$ cat src/rtl/ysyx_24080006_mem_arb.sv
// ysyx_24080006_mem_arb: round-robin IFU/LSU arbiter onto one bus with address legality check and response timeout; define NPC_SRAM_EN to map 0x8000_0000-0x87ff_ffff
module ysyx_24080006_mem_arb #(
  parameter int TIMEOUT = 255
) (
  input  logic        clock,
  input  logic        reset_n,
  input  logic        ifu_req_valid,
  output logic        ifu_req_ready,
  input  logic [31:0] ifu_req_addr,
  output logic        ifu_resp_valid,
  output logic [31:0] ifu_resp_data,
  output logic        ifu_resp_err,
  input  logic        lsu_req_valid,
  output logic        lsu_req_ready,
  input  logic [31:0] lsu_req_addr,
  input  logic        lsu_req_we,
  input  logic [31:0] lsu_req_wdata,
  input  logic [3:0]  lsu_req_wstrb,
  output logic        lsu_resp_valid,
  output logic [31:0] lsu_resp_data,
  output logic        lsu_resp_err,
  output logic        bus_req_valid,
  input  logic        bus_req_ready,
  output logic [31:0] bus_req_addr,
  output logic        bus_req_we,
  output logic [31:0] bus_req_wdata,
  output logic [3:0]  bus_req_wstrb,
  input  logic        bus_resp_valid,
  input  logic [31:0] bus_resp_data,
  input  logic        bus_resp_err
);
  localparam int CW = $clog2(TIMEOUT + 1);
  typedef enum logic [1:0] {IDLE, ISSUE, WAIT, RESP} state_t;
  state_t state_q;
  logic last_lsu_q, sel_lsu_q, we_q, err_q, ifu_rv_q, lsu_rv_q;
  logic [31:0] addr_q, wdata_q, data_q;
  logic [3:0] wstrb_q;
  logic [CW-1:0] cnt_q, cnt_d;
  logic gnt, legal, psram, sram, flash, sdram, clint, uart, gpio, ps2, vga;
  logic [31:0] a;

  function automatic logic in_rng(input logic [31:0] x, input logic [31:0] lo, input logic [31:0] hi);
    return x >= lo && x <= hi;
  endfunction

  assign ifu_req_ready = reset_n && state_q == IDLE && ifu_req_valid && !(lsu_req_valid && !last_lsu_q);
  assign lsu_req_ready = reset_n && state_q == IDLE && lsu_req_valid && !(ifu_req_valid && last_lsu_q);
  assign gnt = ifu_req_ready | lsu_req_ready;
  assign a = lsu_req_ready ? lsu_req_addr : ifu_req_addr;

  assign sram  = in_rng(a, 32'h0f00_0000, 32'h0f00_1fff);
  assign flash = in_rng(a, 32'h3000_0000, 32'h30ff_ffff);
  assign sdram = in_rng(a, 32'ha000_0000, 32'ha3ff_ffff);
  assign clint = in_rng(a, 32'h0200_0000, 32'h0200_ffff);
  assign uart  = in_rng(a, 32'h1000_0000, 32'h1000_0fff);
  assign gpio  = in_rng(a, 32'h1000_2000, 32'h1000_200f);
  assign ps2   = in_rng(a, 32'h1001_1000, 32'h1001_1007);
  assign vga   = in_rng(a, 32'h2100_0000, 32'h211f_ffff);
`ifdef NPC_SRAM_EN
  assign psram = in_rng(a, 32'h8000_0000, 32'h87ff_ffff);
`else
  assign psram = 1'b0;
`endif

  assign legal = !lsu_req_ready ? (sram | flash | sdram | psram) :
                 lsu_req_we     ? (sram | sdram | uart | gpio | vga | psram) :
                                  (sram | flash | sdram | psram | clint | uart | gpio | ps2 | vga);
  assign cnt_d = cnt_q + 1'b1;

  assign bus_req_valid  = state_q == ISSUE;
  assign bus_req_addr   = addr_q;
  assign bus_req_we     = we_q;
  assign bus_req_wdata  = wdata_q;
  assign bus_req_wstrb  = wstrb_q;
  assign ifu_resp_valid = ifu_rv_q;
  assign lsu_resp_valid = lsu_rv_q;
  assign ifu_resp_data  = ifu_rv_q ? data_q : 32'h0;
  assign lsu_resp_data  = lsu_rv_q ? data_q : 32'h0;
  assign ifu_resp_err   = ifu_rv_q & err_q;
  assign lsu_resp_err   = lsu_rv_q & err_q;

  // Transaction FSM: grant/latch, issue, wait with timeout, one-cycle response pulse
  always_ff @(posedge clock) begin
    if (!reset_n) begin
      state_q    <= IDLE;
      last_lsu_q <= 1'b0;
      sel_lsu_q  <= 1'b0;
      addr_q     <= 32'h0;
      we_q       <= 1'b0;
      wdata_q    <= 32'h0;
      wstrb_q    <= 4'h0;
      data_q     <= 32'h0;
      err_q      <= 1'b0;
      cnt_q      <= '0;
      ifu_rv_q   <= 1'b0;
      lsu_rv_q   <= 1'b0;
    end else begin
      case (state_q)
        IDLE: if (gnt) begin
          sel_lsu_q  <= lsu_req_ready;
          last_lsu_q <= lsu_req_ready;
          addr_q     <= a;
          we_q       <= lsu_req_ready & lsu_req_we;
          wdata_q    <= lsu_req_ready ? lsu_req_wdata : 32'h0;
          wstrb_q    <= lsu_req_ready ? lsu_req_wstrb : 4'h0;
          if (legal) state_q <= ISSUE;
          else begin
            state_q  <= RESP;
            data_q   <= 32'h0;
            err_q    <= 1'b1;
            ifu_rv_q <= ~lsu_req_ready;
            lsu_rv_q <= lsu_req_ready;
          end
        end
        ISSUE: if (bus_req_ready) begin
          state_q <= WAIT;
          cnt_q   <= '0;
        end
        WAIT: if (bus_resp_valid || cnt_d == CW'(TIMEOUT)) begin
          state_q  <= RESP;
          data_q   <= bus_resp_valid ? bus_resp_data : 32'h0;
          err_q    <= bus_resp_valid ? bus_resp_err : 1'b1;
          ifu_rv_q <= ~sel_lsu_q;
          lsu_rv_q <= sel_lsu_q;
        end else cnt_q <= cnt_d;
        RESP: begin
          state_q  <= IDLE;
          ifu_rv_q <= 1'b0;
          lsu_rv_q <= 1'b0;
          err_q    <= 1'b0;
        end
        default: state_q <= IDLE;
      endcase
    end
  end
endmodule
$ cat config.mk
export PLATFORM = sky130hd
export DESIGN_NAME = ysyx_24080006_mem_arb
export DESIGN_NICKNAME = d
export VERILOG_FILES = /design/src/rtl/ysyx_24080006_mem_arb.sv
export SDC_FILE = /design/constraint.sdc
export NUM_CORES = 1
export LEC_CHECK = 0
export ABC_AREA = 1
export CAP_MARGIN = 20
export CELL_PAD_IN_SITES_DETAIL_PLACEMENT = 0
export CELL_PAD_IN_SITES_GLOBAL_PLACEMENT = 1
export CORE_MARGIN = 10
export CORE_UTILIZATION = 28
export DETAILED_ROUTE_END_ITERATION = 16
export GPL_ROUTABILITY_DRIVEN = 0
export PLACE_DENSITY_LB_ADDON = 0.1
export SLEW_MARGIN = 20
export SYNTH_ARGS = -nofsm -noshare
export SYNTH_HDL_FRONTEND = slang
export SYNTH_SLANG_ARGS = --single-unit
$ cat constraint.sdc
create_clock -name clock -period 3.05 [get_ports clock]
set_input_delay 0.4575 -clock clock [delete_from_list [all_inputs] [get_ports clock]]
set_output_delay 0.4575 -clock clock [all_outputs]
set_load 0.05 [all_outputs]
# --- Yosys cells after proc, flatten, opt, wreduce, memory -nomap -nowiden ---
# Index checks and enable logic that the tools add are counted.
word_totals:
  out_inout_bits: 140
  wordCells: 115
  in_bits: 140
  reg_bits: 115
classes:
  n_lt_le_gt_ge: 16
  eq_ne: 9
  n_addsub: 1
  n_mux: 33
  n_reduce_logical: 28
  bitwise: 17
ops:
  columns: ["op", "n"]
  rows:
  - ["32-bit 2-to-1 mux", 8]
  - ["32-bit by 29-bit >= comparator with 1-bit output (second input constant)", 3]
  - ["32-bit by 29-bit <= comparator with 1-bit output (second input constant)", 3]
  - ["32-bit by 30-bit >= comparator with 1-bit output (second input constant)", 2]
  - ["32-bit by 30-bit <= comparator with 1-bit output (second input constant)", 2]
  - ["32-bit one-hot mux with 2 select lines", 1]
  - ["32-bit by 26-bit >= comparator with 1-bit output (second input constant)", 1]
  - ["32-bit by 28-bit >= comparator with 1-bit output (second input constant)", 1]
  - ["32-bit >= comparator (second input constant)", 1]
  - ["32-bit by 26-bit <= comparator with 1-bit output (second input constant)", 1]
  - ["32-bit by 28-bit <= comparator with 1-bit output (second input constant)", 1]
  - ["32-bit <= comparator (second input constant)", 1]
  - ["8-bit 2-to-1 mux", 2]
  - ["8-bit one-hot mux with 2 select lines", 1]
  - ["1-bit logical AND", 15]
  - ["1-bit 2-to-1 mux", 12]
  - ["1-bit OR", 12]
  - ["1-bit one-hot mux with 3 select lines", 3]
  - ["8-bit by 1-bit adder with 8-bit output (second input constant)", 1]
  - ["8-bit equality test (second input constant)", 1]
  - ["2-bit 2-to-1 mux", 4]
  - ["2-bit != test (second input constant)", 4]
  - ["2-bit one-hot mux with 4 select lines", 1]
  - ["4-bit AND reduction", 2]
  - ["other kinds (13)", 21]

# --- Logic depth before layout (Yosys ltp) ---
# Gate-level depths: netlist (run 1).
logic_depth:
  depth_word: 19
  mapped_depth: 25

# --- Worst setup path after synthesis (run 1) ---
# Ideal clock, no wire load.
synth_path:
  kind: "reg-to-reg"
  start: "register state_q[0]"
  end: "register data_q[10]"
  setup_time_ps: 115
  path_slack_ps: 229
  period_less_slack_ps: 2821
  path_buffers: 2
  stages_incl_launch_ff: 14
  arrival_time_ps: 2706
  cell_sequence: "dfxtp_1 > inv_1 > ha_1 > nand3_1 > nor2_1 > nor2_1 > nand2_1 > nand2_1 > nor2_2 > buf_2 > buf_1 > nand3_1 > nand2_1 > nor2_1"
synth_via:
  elab_cells_between_ends: 52
  classes_between: "order compare (16); eq/ne (4); mux (4); bitwise (12); reduce/logical (16)"
synth_lines:
  columns: ["item", "line_no", "rtl"]
  rows:
  - ["start: declaration", "34", "state_t state_q;"]
  - ["start signal: assignment", "85", "state_q <= IDLE;"]
  - ["start signal: assignment", "106", "if (legal) state_q <= ISSUE;"]
  - ["start signal: assignment", "108", "state_q <= RESP;"]
  - ["2-bit logical NOT", "46", "assign ifu_req_ready = reset_n && state_q == IDLE && ifu_req_valid && !(lsu_req_valid && !last_lsu_q);"]
  - ["1-bit logical AND (3 in a row)", "46", null]
  - ["named net ifu_req_ready", "8", "output logic ifu_req_ready,"]
  - ["1-bit OR", "48", "assign gnt = ifu_req_ready | lsu_req_ready;"]
  - ["2-bit != test (no line)", null, null]
  - ["4-bit AND reduction (no line)", null, null]
  - ["end signal: assignment", "121", "data_q <= bus_resp_valid ? bus_resp_data : 32'h0;"]
  - ["end: declaration", "36", "logic [31:0] addr_q, wdata_q, data_q;"]
# The timed path passes the listed nets, and every way through them passes these cells.
# A chain may end at the register's enable or synchronous reset.

# --- Final worst setup path (run 1) ---
layout_path:
  start: "register state_q[0]"
  end: "register data_q[16]"
layout_via:
  elab_chain_len: 18
  elab_cells_between_ends: 52
  classes_between: "order compare (16); eq/ne (4); mux (4); bitwise (12); reduce/logical (16)"
layout_rtl:
  columns: ["item", "line_no", "rtl"]
  rows:
  - ["2-bit logical NOT", "46, 47, 98", null]
  - ["1-bit logical AND", "46, 47", null]
  - ["1-bit logical AND (2 in a row)", "47", "assign lsu_req_ready = reset_n && state_q == IDLE && lsu_req_valid && !(ifu_req_valid && last_lsu_q);"]
  - ["32-bit 2-to-1 mux", "49", "assign a = lsu_req_ready ? lsu_req_addr : ifu_req_addr;"]
  - ["32-bit by 28-bit >= comparator with 1-bit output, or another cell as far along", "43", "return x >= lo && x <= hi;"]
  - ["1-bit logical AND", "43", null]
  - ["1-bit OR (2 in a row)", "65, 67", null]
  - ["1-bit OR (5 in a row)", "67", "(sram | flash | sdram | psram | clint | uart | gpio | ps2 | vga);"]
  - ["1-bit 2-to-1 mux", "66", "lsu_req_we ? (sram | sdram | uart | gpio | vga | psram) :"]
  - ["1-bit 2-to-1 mux", "65", "assign legal = !lsu_req_ready ? (sram | flash | sdram | psram) :"]
  - ["2-bit != test (no line)", null, null]
  - ["4-bit AND reduction (no line)", null, null]
# Several ways; a longest one is shown, not always the timed one.

==> results.md, run 1 <==
* Synth warn at 0
* Crit-path slowest cell: dfxtp_2
* Worst R2R Path Depth at 21
* Post-synthesis sequential area ratio at approximately 37%
* R2R Path Start: state_q[0]
* CP Launch Type: flop
* Final Critical Period at ~2.8 ns
* Synth Instances at ~1,000
* Vias in the first global route at between 6,000 and 7,000
* Num ports at 280
* Core footprint at roughly 22,000 µm²
* First-iteration detailed-routing DRC count at 293
* CTS tree: built
* Initial antenna violation count at 0
* Vias at 6,844
* Residual DRC at 0
* Syn_area_per_cell at between 6 and 7 µm²
* Die area at roughly 28,000 µm²
* Nets@finish at 1,445
* CP Class: flop to flop
* CP max FO at 12
* Worst slew pin tran at between 0.6 and 0.7 ns
* PortBufs at 279
* Clk_lat worst skew at ~0.42 ns
* Total power at roughly 0.0094 W
* GRT Overall Usage at 15.9%
* Max VDD drop at roughly 0.45 mV
* Final worst-path cycle share at 90.5%
* Final ANT Viol Nets at 0
* CTS clk-pin slew, worst paths at 0.06 ns
* Commonest cells after routing, fill and taps aside: nand2_1, clkdlybuf4s50_1, inv_1, dfxtp_1, nor2_1
* Slowest stage delay, CP at 0.33 ns
* Static leakage at between 4 and 5 nW
* Synth cell types at 33
* Layout overhead on the synthesized area at 64.8%
* Most common cell after layout, fill and taps aside: nand2_1
* Crit path cell chain: inv_2, ha_4, nand2_1, nor2_1, nand2_2, clkbuf_16, o21ai_4, nand2_1, nor2_1, nand2_1, nor2_1, nand2_1, nand2_1, inv_2, nand2_1, nand2_1, nand2_2, nand2_4, buf_4, a21oi_1, nor2_1
* Max Freq at between 300 and 400 MHz
* WL/cell at about 15 µm
* Min-delay src: bus_req_wdata[25]
* CP arrival at just over 3 ns
* Max cap viols at 0
* Detailed Place HPWL at ~18,000 µm
* Worst reg2reg path endpoint: data_q[16]
* Cts bufs inserted at 17
* Syn_nets at between 1,000 and 1,500
* Hold buffers post-CTS at 0
* Via density at around 4.3
* H-tree depth at 4
* Utilization after layout at a little under half
* Min-delay worst type: flop to flop
* Final hold viol count at 0
* CP most frequent cell: nand2_1
* Ratio of cells with drive above 1 in the final layout at 8.70%
* CP required at around 3.4 ns
* Hold Crit Depth at 2
* Antenna cells at 0
* Hold Path End: bus_req_wdata[25]
* Mapped Area at 6200 µm²
* Initial core utilization at between 20% and 30%
* Die height at ~170 µm
* Max_slew headroom at roughly 53%
* CTS sink count at approximately 120
* Largest net degree at the start of global routing at 48
* Clk buf depth at 2
* Cell Pwr Density at roughly 920 nW/µm²
* Die width at 169 µm
* RSZ-0062 raised after global routing: false
* Remaining Overflow, GRT at 0
* First-pass GRT wire length at 36,800 µm
* Root Driver: clkbuf_16
* Routed WL at 23,200 µm
* First-pass detailed-route iteration total at 4
* Reg2Reg Setup Slack at 0.29 ns
* Max-slew violations at 0
* Outcome: finished, final reports clean
* Yosys reg bits at ~120
* Crit end category: flop
* Worst Skew at 0.00740 ns
* # setup viols final at 0
* Cell Rows at 54
==> layout make-up <==
class,instances,area [µm²]
inverters,183,687
flip-flops and latches,115,2300
repair buffers,323,3230
clock inverters,15,185
well taps,280,350
fillers,2276,11600
clock buffers,17,425
multi-input cells,658,3030
==> stage by stage <==
step,std cells,worst slack [ns],area [µm²],hold slack (ns),TNS (ns)
floorplan,1012,0.229,6200,0.447,0
global placement,1558,-0.193,9510,0.448,-5.94
detailed placement,1558,-0.162,9510,0.453,-4.46
CTS,1590,0.0207,10100,0.463,0
global route,1591,0.00381,10200,0.476,0
finish,1591,0.289,10200,0.460,0
==> critical path: cells and delay by family, from the launching register on <==
kind	cells	cell delay [ns]
buffers and inverters	4	0.54
AND/OR/NAND/NOR	14	1.25
flip-flops	1	0.33
AO/OA/AOI/OAI	2	0.33
adder cells (fa/ha/maj)	1	0.18
==> cells in the mapped netlist <==
cell / number / area share [%]
o211ai_1: 32 / 3.9
nor2_2: 2 / 0.20
ha_1: 7 / 1.4
inv_2: 4 / 0.24
nor2_4: 1 / 0.18
a21oi_1: 73 / 5.9
xor2_1: 5 / 0.71
nand4_1: 2 / 0.20
or2_2: 1 / 0.10
o21ai_2: 3 / 0.42
a211oi_1: 1 / 0.12
nand2_2: 4 / 0.40
o21ai_0: 12 / 0.97
nand3_2: 1 / 0.16
nor4_1: 1 / 0.10
nor3_1: 8 / 0.65
o21ai_1: 11 / 0.89
buf_2: 10 / 0.81
nand2_4: 2 / 0.36
inv_1: 178 / 11
buf_1: 6 / 0.36
nor2_1: 89 / 5.4
clkinv_1: 1 / 0.061
nand2_1: 354 / 21
dfxtp_1: 115 / 37
o21a_1: 1 / 0.12
clkbuf_1: 35 / 2.1
buf_4: 2 / 0.24
nand3_1: 44 / 3.6
nand3b_1: 1 / 0.12
buf_6: 3 / 0.55
xnor2_1: 1 / 0.14
nor3b_1: 2 / 0.24
==> flip-flops by register name, summed over array words and instances (netlist names) <==
name            cells
state_q             2
bus_req_we          1
bus_req_addr       32
cnt_q               8
ifu_resp_valid      1
data_q             32
bus_req_wstrb       4
bus_req_wdata      32
lsu_resp_valid      1
sel_lsu_q           1
err_q               1
==> report_power, final <==
part / leakage (nW) / total (W) / switching, W / internal [W]
registers: 0.944 / 0.00231 / 0.000340 / 0.00197
clock network: 0.299 / 0.00210 / 0.000850 / 0.00125
logic: 3.74 / 0.00498 / 0.00318 / 0.00180
total: 4.98 / 0.00939 / 0.00437 / 0.00502
==> how the worst max path moves through the flow <==
stage / startpoint / endpoint / cells after the start
finish: state_q[0] / data_q[16] / 21
CTS: state_q[0] / data_q[16] / 21
global route: state_q[0] / data_q[6] / 21
floorplan: state_q[0] / data_q[10] / 13
global placement: lsu_req_valid / data_q[21] / 20
detailed placement: lsu_req_valid / data_q[16] / 20
==> cells by family after synthesis <==
family / count (synthesis) / synth area share (%)
AO/OA/AOI/OAI: 133 / 12.3
adder cells (fa/ha/maj): 7 / 1.41
AND/OR/NAND/NOR: 512 / 33.1
XOR/XNOR: 6 / 0.848
buffers and inverters: 239 / 15.2
flip-flops: 115 / 37.2
==> per-layer routing <==
layer	vias up	track usage [%]	routed length, µm
li1	3640	-	-
met1	2989	18.5	9770
met2	197	25.9	10700
met3	18	7.41	2440
met4	0	3.97	278
met5	-	0	0
==> timing repair <==
| item | 4_1_cts | 5_1_grt |
|---|---|---|
| setup buffers | 0 | 0 |
| resized for setup | 0 | 20 |
| setup endpoints to repair | 0 | 35 |
| endpoints found under the hold margin | 0 | 0 |
(Power assumes the default switching activity.)
==> inputs of run 2 (changes only) <==
SKIP_LAST_GASP = 1   (was not set)
==> results of run 2 <==
Final layout, timing and power as in run 1 (identical DEF).
